**src/rtl/analog_pkg.sv**
```systemverilog
// Shared geometry constants, default colours and the span test used by the
// analog bar renderer for both fill and peak-marker hits.
package analog_pkg;

    localparam int COORD_W = 10;
    localparam int CMP_W   = 11;

    localparam logic [11:0] DEF_FILL_RGB = 12'hFFF;
    localparam logic [11:0] DEF_PEAK_RGB = 12'hF00;
    localparam logic [11:0] DEF_BG_RGB   = 12'h000;

    // Left-growing spans test x+len > ox so the origin column never underflows.
    function automatic logic bar_hit(
        input logic [COORD_W-1:0] x,
        input logic [COORD_W-1:0] y,
        input logic [COORD_W-1:0] ox,
        input logic [COORD_W-1:0] oy,
        input logic [CMP_W-1:0]   len,
        input logic               dir,
        input logic [COORD_W-1:0] h
    );
        logic [CMP_W-1:0] xe, ye, oxe, oye, he;
        logic             row_hit, col_hit;
        xe  = {1'b0, x};
        ye  = {1'b0, y};
        oxe = {1'b0, ox};
        oye = {1'b0, oy};
        he  = {1'b0, h};
        row_hit = (ye >= oye) && (ye <= oye + he);
        if (dir) begin
            col_hit = (xe + len > oxe) && (xe <= oxe);
        end else begin
            col_hit = (xe >= oxe) && (xe < oxe + len);
        end
        return row_hit && col_hit;
    endfunction

endpackage

```
**src/rtl/peak_hold_channel.sv**
```systemverilog
// Per-bar frame-sampled shadow value plus peak-hold tracker with hold time
// and saturating decay that never drops below the newest sample.
module peak_hold_channel #(
    parameter int VALUE_W     = 8,
    parameter int HOLD_FRAMES = 30,
    parameter int DECAY_STEP  = 4
) (
    input  logic               clk,
    input  logic               reset_n,
    input  logic               frame_tick,
    input  logic [VALUE_W-1:0] value,
    output logic [VALUE_W-1:0] S,
    output logic [VALUE_W-1:0] P
);

    localparam int HOLD_W = (HOLD_FRAMES > 0) ? $clog2(HOLD_FRAMES + 1) : 1;

    logic [VALUE_W-1:0] s_q, s_d;
    logic [VALUE_W-1:0] p_q, p_d;
    logic [HOLD_W-1:0]  h_q, h_d;
    logic [VALUE_W:0]   dec;

    always_comb begin
        s_d = s_q;
        p_d = p_q;
        h_d = h_q;
        // Extra MSB acts as the borrow flag for the saturating decay.
        dec = {1'b0, p_q} - (VALUE_W + 1)'(DECAY_STEP);
        if (frame_tick) begin
            s_d = value;
            if (value >= p_q) begin
                p_d = value;
                h_d = HOLD_W'(HOLD_FRAMES);
            end else if (h_q != '0) begin
                h_d = h_q - 1'b1;
            end else begin
                p_d = dec[VALUE_W] ? '0 : dec[VALUE_W-1:0];
                if (p_d < value) begin
                    p_d = value;
                end
            end
        end
    end

    always_ff @(posedge clk or negedge reset_n) begin
        if (!reset_n) begin
            s_q <= '0;
            p_q <= '0;
            h_q <= '0;
        end else begin
            s_q <= s_d;
            p_q <= p_d;
            h_q <= h_d;
        end
    end

    assign S = s_q;
    assign P = p_q;

endmodule

```
**src/rtl/analog_bar_renderer.sv**
```systemverilog
// Renders N analog-value bars with peak markers for the VGA overlay; two
// register stages from (x, y) to the bar_on / bar_rgb_data pair.
module analog_bar_renderer
    import analog_pkg::*;
#(
    parameter int unsigned                     NUM_BARS    = 2,
    parameter int                              VALUE_W     = 8,
    parameter int                              LEN_SHIFT   = 1,
    parameter int                              BAR_HEIGHT  = 14,
    parameter logic [NUM_BARS*COORD_W-1:0]     BAR_X       = {10'd312, 10'd35},
    parameter logic [NUM_BARS*COORD_W-1:0]     BAR_Y       = {10'd162, 10'd162},
    parameter logic [NUM_BARS-1:0]             BAR_DIR     = 2'b10,
    parameter int                              HOLD_FRAMES = 30,
    parameter int                              DECAY_STEP  = 4,
    parameter logic [11:0]                     FILL_RGB    = DEF_FILL_RGB,
    parameter logic [11:0]                     PEAK_RGB    = DEF_PEAK_RGB,
    parameter logic [11:0]                     BG_RGB      = DEF_BG_RGB
) (
    input  logic                          clk,
    input  logic                          reset_n,
    input  logic [COORD_W-1:0]            x,
    input  logic [COORD_W-1:0]            y,
    input  logic                          frame_tick,
    input  logic [NUM_BARS*VALUE_W-1:0]   values,
    output logic                          bar_on,
    output logic [11:0]                   bar_rgb_data
);

    localparam logic [COORD_W-1:0] HGT = COORD_W'(BAR_HEIGHT);

    logic [VALUE_W-1:0]  shadow [NUM_BARS];
    logic [VALUE_W-1:0]  peak   [NUM_BARS];

    logic [NUM_BARS-1:0] fill_q, fill_d;
    logic [NUM_BARS-1:0] mark_q, mark_d;
    logic                on_q, on_d;
    logic [11:0]         rgb_q, rgb_d;

    for (genvar g = 0; g < NUM_BARS; g++) begin : g_bar
        peak_hold_channel #(
            .VALUE_W    (VALUE_W),
            .HOLD_FRAMES(HOLD_FRAMES),
            .DECAY_STEP (DECAY_STEP)
        ) u_chan (
            .clk       (clk),
            .reset_n   (reset_n),
            .frame_tick(frame_tick),
            .value     (values[g*VALUE_W +: VALUE_W]),
            .S         (shadow[g]),
            .P         (peak[g])
        );
    end

    always_comb begin
        logic [CMP_W-1:0] len, mlen;
        len    = '0;
        mlen   = '0;
        fill_d = '0;
        mark_d = '0;
        for (int unsigned i = 0; i < NUM_BARS; i++) begin
            len  = CMP_W'(shadow[i] >> LEN_SHIFT);
            mlen = CMP_W'(peak[i] >> LEN_SHIFT);
            fill_d[i] = bar_hit(x, y, BAR_X[i*COORD_W +: COORD_W], BAR_Y[i*COORD_W +: COORD_W],
                                len, BAR_DIR[i], HGT);
            // Single marker column = span of M+1 minus span of M.
            mark_d[i] = (peak[i] != '0)
                && bar_hit(x, y, BAR_X[i*COORD_W +: COORD_W], BAR_Y[i*COORD_W +: COORD_W],
                           mlen + CMP_W'(1), BAR_DIR[i], HGT)
                && !bar_hit(x, y, BAR_X[i*COORD_W +: COORD_W], BAR_Y[i*COORD_W +: COORD_W],
                            mlen, BAR_DIR[i], HGT);
        end
    end

    always_comb begin
        logic found;
        found = 1'b0;
        on_d  = 1'b0;
        rgb_d = BG_RGB;
        for (int unsigned i = 0; i < NUM_BARS; i++) begin
            if (!found && (mark_q[i] || fill_q[i])) begin
                found = 1'b1;
                on_d  = 1'b1;
                rgb_d = mark_q[i] ? PEAK_RGB : FILL_RGB;
            end
        end
    end

    always_ff @(posedge clk or negedge reset_n) begin
        if (!reset_n) begin
            fill_q <= '0;
            mark_q <= '0;
            on_q   <= 1'b0;
            rgb_q  <= 12'h000;
        end else begin
            fill_q <= fill_d;
            mark_q <= mark_d;
            on_q   <= on_d;
            rgb_q  <= rgb_d;
        end
    end

    assign bar_on       = on_q;
    assign bar_rgb_data = rgb_q;

endmodule

```
**config.mk**
```make
export PLATFORM = sky130hd
export DESIGN_NAME = analog_bar_renderer
export DESIGN_NICKNAME = d
export VERILOG_FILES = /design/src/rtl/analog_pkg.sv /design/src/rtl/peak_hold_channel.sv /design/src/rtl/analog_bar_renderer.sv
export SDC_FILE = /design/constraint.sdc
export NUM_CORES = 1
export LEC_CHECK = 0
export BUFFER_PORTS_ARGS = -buffer_cell sky130_fd_sc_hd__buf_2
export CORE_ASPECT_RATIO = 1.75
export CORE_MARGIN = 3
export CORE_UTILIZATION = 55
export CTS_CLUSTER_DIAMETER = 120
export DETAILED_ROUTE_END_ITERATION = 10
export GPL_ROUTABILITY_DRIVEN = 1
export PLACE_DENSITY = 0.87
export SYNTH_ARGS = -nofsm -noshare
export SYNTH_HDL_FRONTEND = slang
export SYNTH_HIERARCHICAL = 1
export SYNTH_SLANG_ARGS = --single-unit
```
**constraint.sdc**
```tcl
create_clock -name clk -period 8.97 [get_ports clk]
set_clock_uncertainty 0.05 [all_clocks]
set_input_delay 0.897 -clock clk [delete_from_list [all_inputs] [get_ports clk]]
set_output_delay 0.897 -clock clk [all_outputs]
set_load 0.03 [all_outputs]
```
Yosys cells after proc, flatten, opt, wreduce, memory -nomap -nowiden
Index checks and enable logic that the tools add are counted.
{ "word_totals": {"ff_bits": 59, "input_bits": 39, "output_inout_bits": 13, "word_cells": 89} }
{ "op_classes": {"add_sub_neg": 12, "magnitude_cmp": 14, "eq_ne": 2, "n_mux": 18, "n_reduce_logical": 33} }
{ "op_table": {"columns": ["op", "n"], "rows": [
  ["8-bit two-way mux", 10],
  ["11-bit by 9-bit > comparator with 1-bit output (second input constant)", 3],
  ["12-bit two-way mux", 2],
  ["10-bit by 7-bit adder with 11-bit output", 2],
  ["10-bit by 8-bit less-than comparator with 1-bit output", 2],
  ["5-bit two-way mux", 4],
  ["1-bit logical AND", 18],
  ["8-bit by 3-bit subtractor with 9-bit output (second input constant)", 2],
  ["6-bit by 7-bit adder with 8-bit output (first input constant)", 2],
  ["7-bit by 1-bit adder with 8-bit output (second input constant)", 2],
  ["8-bit >= comparator", 2],
  ["8-bit less-than comparator", 2],
  ["8-bit nonzero test", 2],
  ["10-bit by 8-bit adder with 11-bit output", 1],
  ["10-bit by 6-bit >= comparator with 1-bit output (second input constant)", 1],
  ["10-bit by 8-bit >= comparator with 1-bit output (second input constant)", 1],
  ["10-bit by 8-bit less-or-equal comparator with 1-bit output (second input constant)", 1],
  ["10-bit by 9-bit less-or-equal comparator with 1-bit output (second input constant)", 1],
  ["10-bit by 9-bit less-than comparator with 1-bit output", 1],
  ["5-bit nonzero test", 2],
  ["5-bit by 1-bit subtractor with 5-bit output (second input constant)", 2],
  ["6-bit by 8-bit adder with 9-bit output (first input constant)", 1],
  ["2-bit AND reduction", 4],
  ["2-bit by 1-bit inequality test with 1-bit output (second input constant)", 2],
  ["4 further kinds", 9]
]} }

Longest topological paths before layout
{ "depth": {"ltp_word": 7, "depth_mapped": 12} }

By module
The synthesis kept the hierarchy.
{ "modules_own_cells": {"columns": ["mod", "n_inst", "cells_per_inst", "area_per_inst_um2", "seq_area_each_um2"], "rows": [
  ["peak_hold_channel", 2, 157, 1478.9, 525.5],
  ["analog_bar_renderer", 1, 267, 2073.2, 150.1]
]} }

Worst setup path after synthesis
OpenSTA, ideal clock, no wires.
{ "synth_path": {"kind": "register -> register", "startpoint": "register g_bar[0].u_chan.p_q[3]", "endpoint": "register g_bar[0].u_chan.p_q[0]", "arrival_ns": 2.756, "required_time_ns": 8.798, "setup_slack_ns": 6.042, "path_stages_with_launch": 12, "cell_sequence": "dfrtp_1 > inv_1 > ha_1 > nand3_1 > nor3_1 > nor2_1 > ha_1 > a21oi_1 > a21o_1 > a21boi_0 > o221ai_4 > a32o_1"} }
{ "synth_between": {"elab_chain_cells": 6, "elab_cells_between_ends": 9, "classes_between": "add/sub (1); order compare (2); eq/ne (1); mux (4); reduce/logical (1)"} }
{ "synth_lines": {"columns": ["element", "line_no", "rtl"], "rows": [
  ["from (decl)", "peak_hold_channel.sv:19", "logic [VALUE_W-1:0] p_q, p_d;"],
  ["from (signal assigned)", "peak_hold_channel.sv:52", "p_q <= p_d;"],
  ["8-bit by 3-bit subtractor with 9-bit output", "peak_hold_channel.sv:28", "dec = {1'b0, p_q} - (VALUE_W + 1)'(DECAY_STEP);"],
  ["8-bit two-way mux", "peak_hold_channel.sv:37", "p_d = dec[VALUE_W] ? '0 : dec[VALUE_W-1:0];"],
  ["8-bit less-than comparator", "peak_hold_channel.sv:38", "if (p_d < value) begin"],
  ["8-bit two-way mux", "peak_hold_channel.sv:38", null],
  ["8-bit two-way mux", "peak_hold_channel.sv:34", "end else if (h_q != '0) begin"],
  ["8-bit two-way mux", "peak_hold_channel.sv:31", "if (value >= p_q) begin"]
]} }
Parallel ways exist; a longest one is shown, timed or not. The select of a mux whose other input is x is not followed.
A chain may end at the register's enable or synchronous reset.

Worst setup path in the final report
{ "layout_path": {"startpoint": "register g_bar[0].u_chan.p_q[3]", "endpoint": "register g_bar[0].u_chan.p_q[3]"} }
The elaborated chain is that of the path after synthesis.

==> flow_metrics.env <==
export IMPL_globalplace_congestion=0.9465
export IMPL_syn_nets=694
export IMPL_final_antenna_net_count=0
export IMPL_drt_met1_wl_mm=4.543
export IMPL_comb_power_share_pct=62.9
export IMPL_seq_power_share_pct=23.5
export IMPL_arrival_ns=3.56
export IMPL_die_h_um=131.6
export IMPL_hp_start="mark_q[0]"
export IMPL_cts_tree="built"
export IMPL_placed_area_sq_mm=0.005223
export IMPL_grt_pass1_wl_mm=20.82
export IMPL_avgSynthCellArea_sq_um=8.594
export IMPL_antenna_found_initial=0
export IMPL_cts_buffers=5
export IMPL_first_global_vias=4610
export IMPL_swShare_pct=48.04
export IMPL_antenna_cells=0
export IMPL_pwr_share_clk_pct=13.6
export IMPL_cap_violations=0
export IMPL_route_detailed_drc=0
export IMPL_place_hpwl_mm=9.832
export IMPL_timing_hold_ws_ns=0.3629
export IMPL_fin_tns_setup_ns=0
export IMPL_end_kind="flip-flop"
export IMPL_slew_headroom_pct=32.34
export IMPL_initial_core_util_pct=56.82
export IMPL_critPathLaunchType="flip-flop"
export IMPL_area_delta_synth_final_pct=8.832
export IMPL_finish_utilization_pct=61.84
export IMPL_routed_wl_mm=12.39
export IMPL_r2r_slack_ns=5.56
export IMPL_met2WireLength_mm=6.898
export IMPL_grt_start_max_net_pins=47
export IMPL_cp_required_ns=9.12
export IMPL_dpl_worst_slack_ns=5.637
export IMPL_r2r_end="g_bar[0].u_chan/P[3]"
export IMPL_r2r_start="g_bar[0].u_chan/P[3]"
export IMPL_maxClockFrequency_ghz=0.2934
export IMPL_die_area_sq_mm=0.01024
export IMPL_maxSlewViolCount=0
export IMPL_status="completed"
export IMPL_ir_worst_vdd_uv=164.8
export IMPL_h_tree_depth=2
export IMPL_min_period_ns=3.409
export IMPL_grt_usage_pct=24.67
export IMPL_post_cts_resized=0
export IMPL_wl_per_cell_um=16.97
export IMPL_top_layer="met4"
export IMPL_clock_root_buffer="clkbuf_16"
export IMPL_port_buffers=51
export IMPL_clk_pin_slew_ns=0.07
export IMPL_netlist_area_sq_mm=0.004959
export IMPL_intPower_uw=830.2
export IMPL_avgViaCountPerCell=6.115
export IMPL_worstMarginPinSlew_ns=1.015
export IMPL_clock_sinks=46
export IMPL_hold_viol_final=0
export IMPL_rr_worst_depth=12
export IMPL_p_sw_uw=767.7
export IMPL_design_area_sq_mm=0.005396
export IMPL_p_leak_uw=0.002600
export IMPL_post_cts_buffers=0
export IMPL_ctsHoldBuffers=0
export IMPL_ys_warn_count=6
export IMPL_clock_path_buffers=2
export IMPL_power_density_mw_per_mm2=296.1
export IMPL_hold_path_depth=1
export IMPL_pin_count=52
export IMPL_cp_max_fo=8
export IMPL_core_area_sq_mm=0.008727
export IMPL_rsz0062_at_grt="false"
export IMPL_layout_drive_gt1_share_pct=16.15
export IMPL_hp_class="reg -> reg"
export IMPL_drtPass1Iterations=4
export IMPL_clk_latency_ns=0.29
export IMPL_worstSetupPathType="reg -> reg"
export IMPL_drt_initial_drc_count=300
export IMPL_setup_viol=0
export IMPL_setup_slack_ns=5.561
export IMPL_met3_length_um=343
export IMPL_finalCritPeriodShare_pct=38.00
export IMPL_vias=4464
export IMPL_die_w_um=77.78
export IMPL_placementRows=45
export IMPL_fin_nets=729
export IMPL_synth_cells=577
export IMPL_holdPathEnd="bar_rgb_data[7]"
export IMPL_overflow=0
-- worst max-delay path by stage --
stage	startpoint	end	slack, ns	cells past startpoint
2_1_floorplan	g_bar[0].u_chan/P[3]	g_bar[0].u_chan/P[0]	6.04	11
3_3_place_gp	g_bar[0].u_chan/P[3]	g_bar[0].u_chan/P[7]	5.68	12
3_5_place_dp	g_bar[1].u_chan/P[2]	g_bar[1].u_chan/P[7]	5.64	12
4_1_cts	g_bar[0].u_chan/P[3]	g_bar[0].u_chan/P[3]	5.63	12
5_1_grt	g_bar[0].u_chan/P[3]	g_bar[0].u_chan/P[3]	5.34	12
6_report	g_bar[0].u_chan/P[3]	g_bar[0].u_chan/P[3]	5.56	12
-- registers in the layout, indices dropped and copies added (netlist names) --
signal and count:
bar_on 1, bar_rgb_data 1, fill_q 2, g_bar.u_chan/P 16
g_bar.u_chan/S 14, g_bar.u_chan/h_q 10, mark_q 2
-- stage by stage --
step                std cells  total power, uW
floorplan                 577             1125
global placement          722             1318
detailed placement        722             1361
finish                    730             1598
global route              730             1757
CTS                       730             1596
-- cell type report --
cell class	instances	area (sq um)
Multi-Input combinational cell	455	3471
Sequential cell	46	1151
Timing Repair Buffer	51	255.2
Clock buffer	5	125.1
Fill cell	729	3331
Tap cell	117	146.4
Clock inverter	3	48.80
Inverter	53	198.9
-- cells in the final DEF (no fill, tap or decap), types with 4 or more instances in the layout --
cell type and count:
a211oi_1 7, a21boi_0 5, a21o_1 9, a21oi_1 23, a31oi_1 13, a32o_1 4
and3_1 8, buf_2 51, clkbuf_16 5, dfrtp_1 46, ha_1 75, inv_1 53
mux2_2 17, mux2i_1 11, nand2_1 43, nand2b_1 10, nand3_1 14, nor2_1 60
nor3_1 11, nor3b_1 4, nor4_1 7, nor4b_2 4, o211ai_1 4, o21a_1 9
o21ai_0 34, o22ai_1 4, xnor2_1 12, xor2_1 12
-- metal layers --
| layer | vias up | global-route usage (%) |
|---|---|---|
| met4 | 0 | 12.08 |
| li1 | 2154 | - |
| met2 | 108 | 47.23 |
| met3 | 48 | 3.155 |
| met1 | 2154 | 25.32 |
| met5 | - | 0 |
-- critical path: stages, from the launching register on --
cell	delay (ns)
dfrtp_1	0.47
inv_1	0.15
ha_1	0.25
nand3_1	0.12
nor3_1	0.53
nor2_1	0.15
ha_1	0.34
a21oi_1	0.06
a21o_1	0.17
a21boi_0	0.36
o221a_2	0.35
nand2_1	0.09
a31oi_1	0.22
-- power by group through the flow --
stage / clock network, uW / registers [uW] / logic, uW
4_1_cts: 221 / 372 / 1000
6_report: 217 / 375 / 1010
2_1_floorplan: 0 / 335 / 790
3_5_place_dp: 0 / 376 / 985
3_3_place_gp: 0 / 372 / 946
5_1_grt: 230 / 385 / 1140
(Power assumes the default switching activity.)
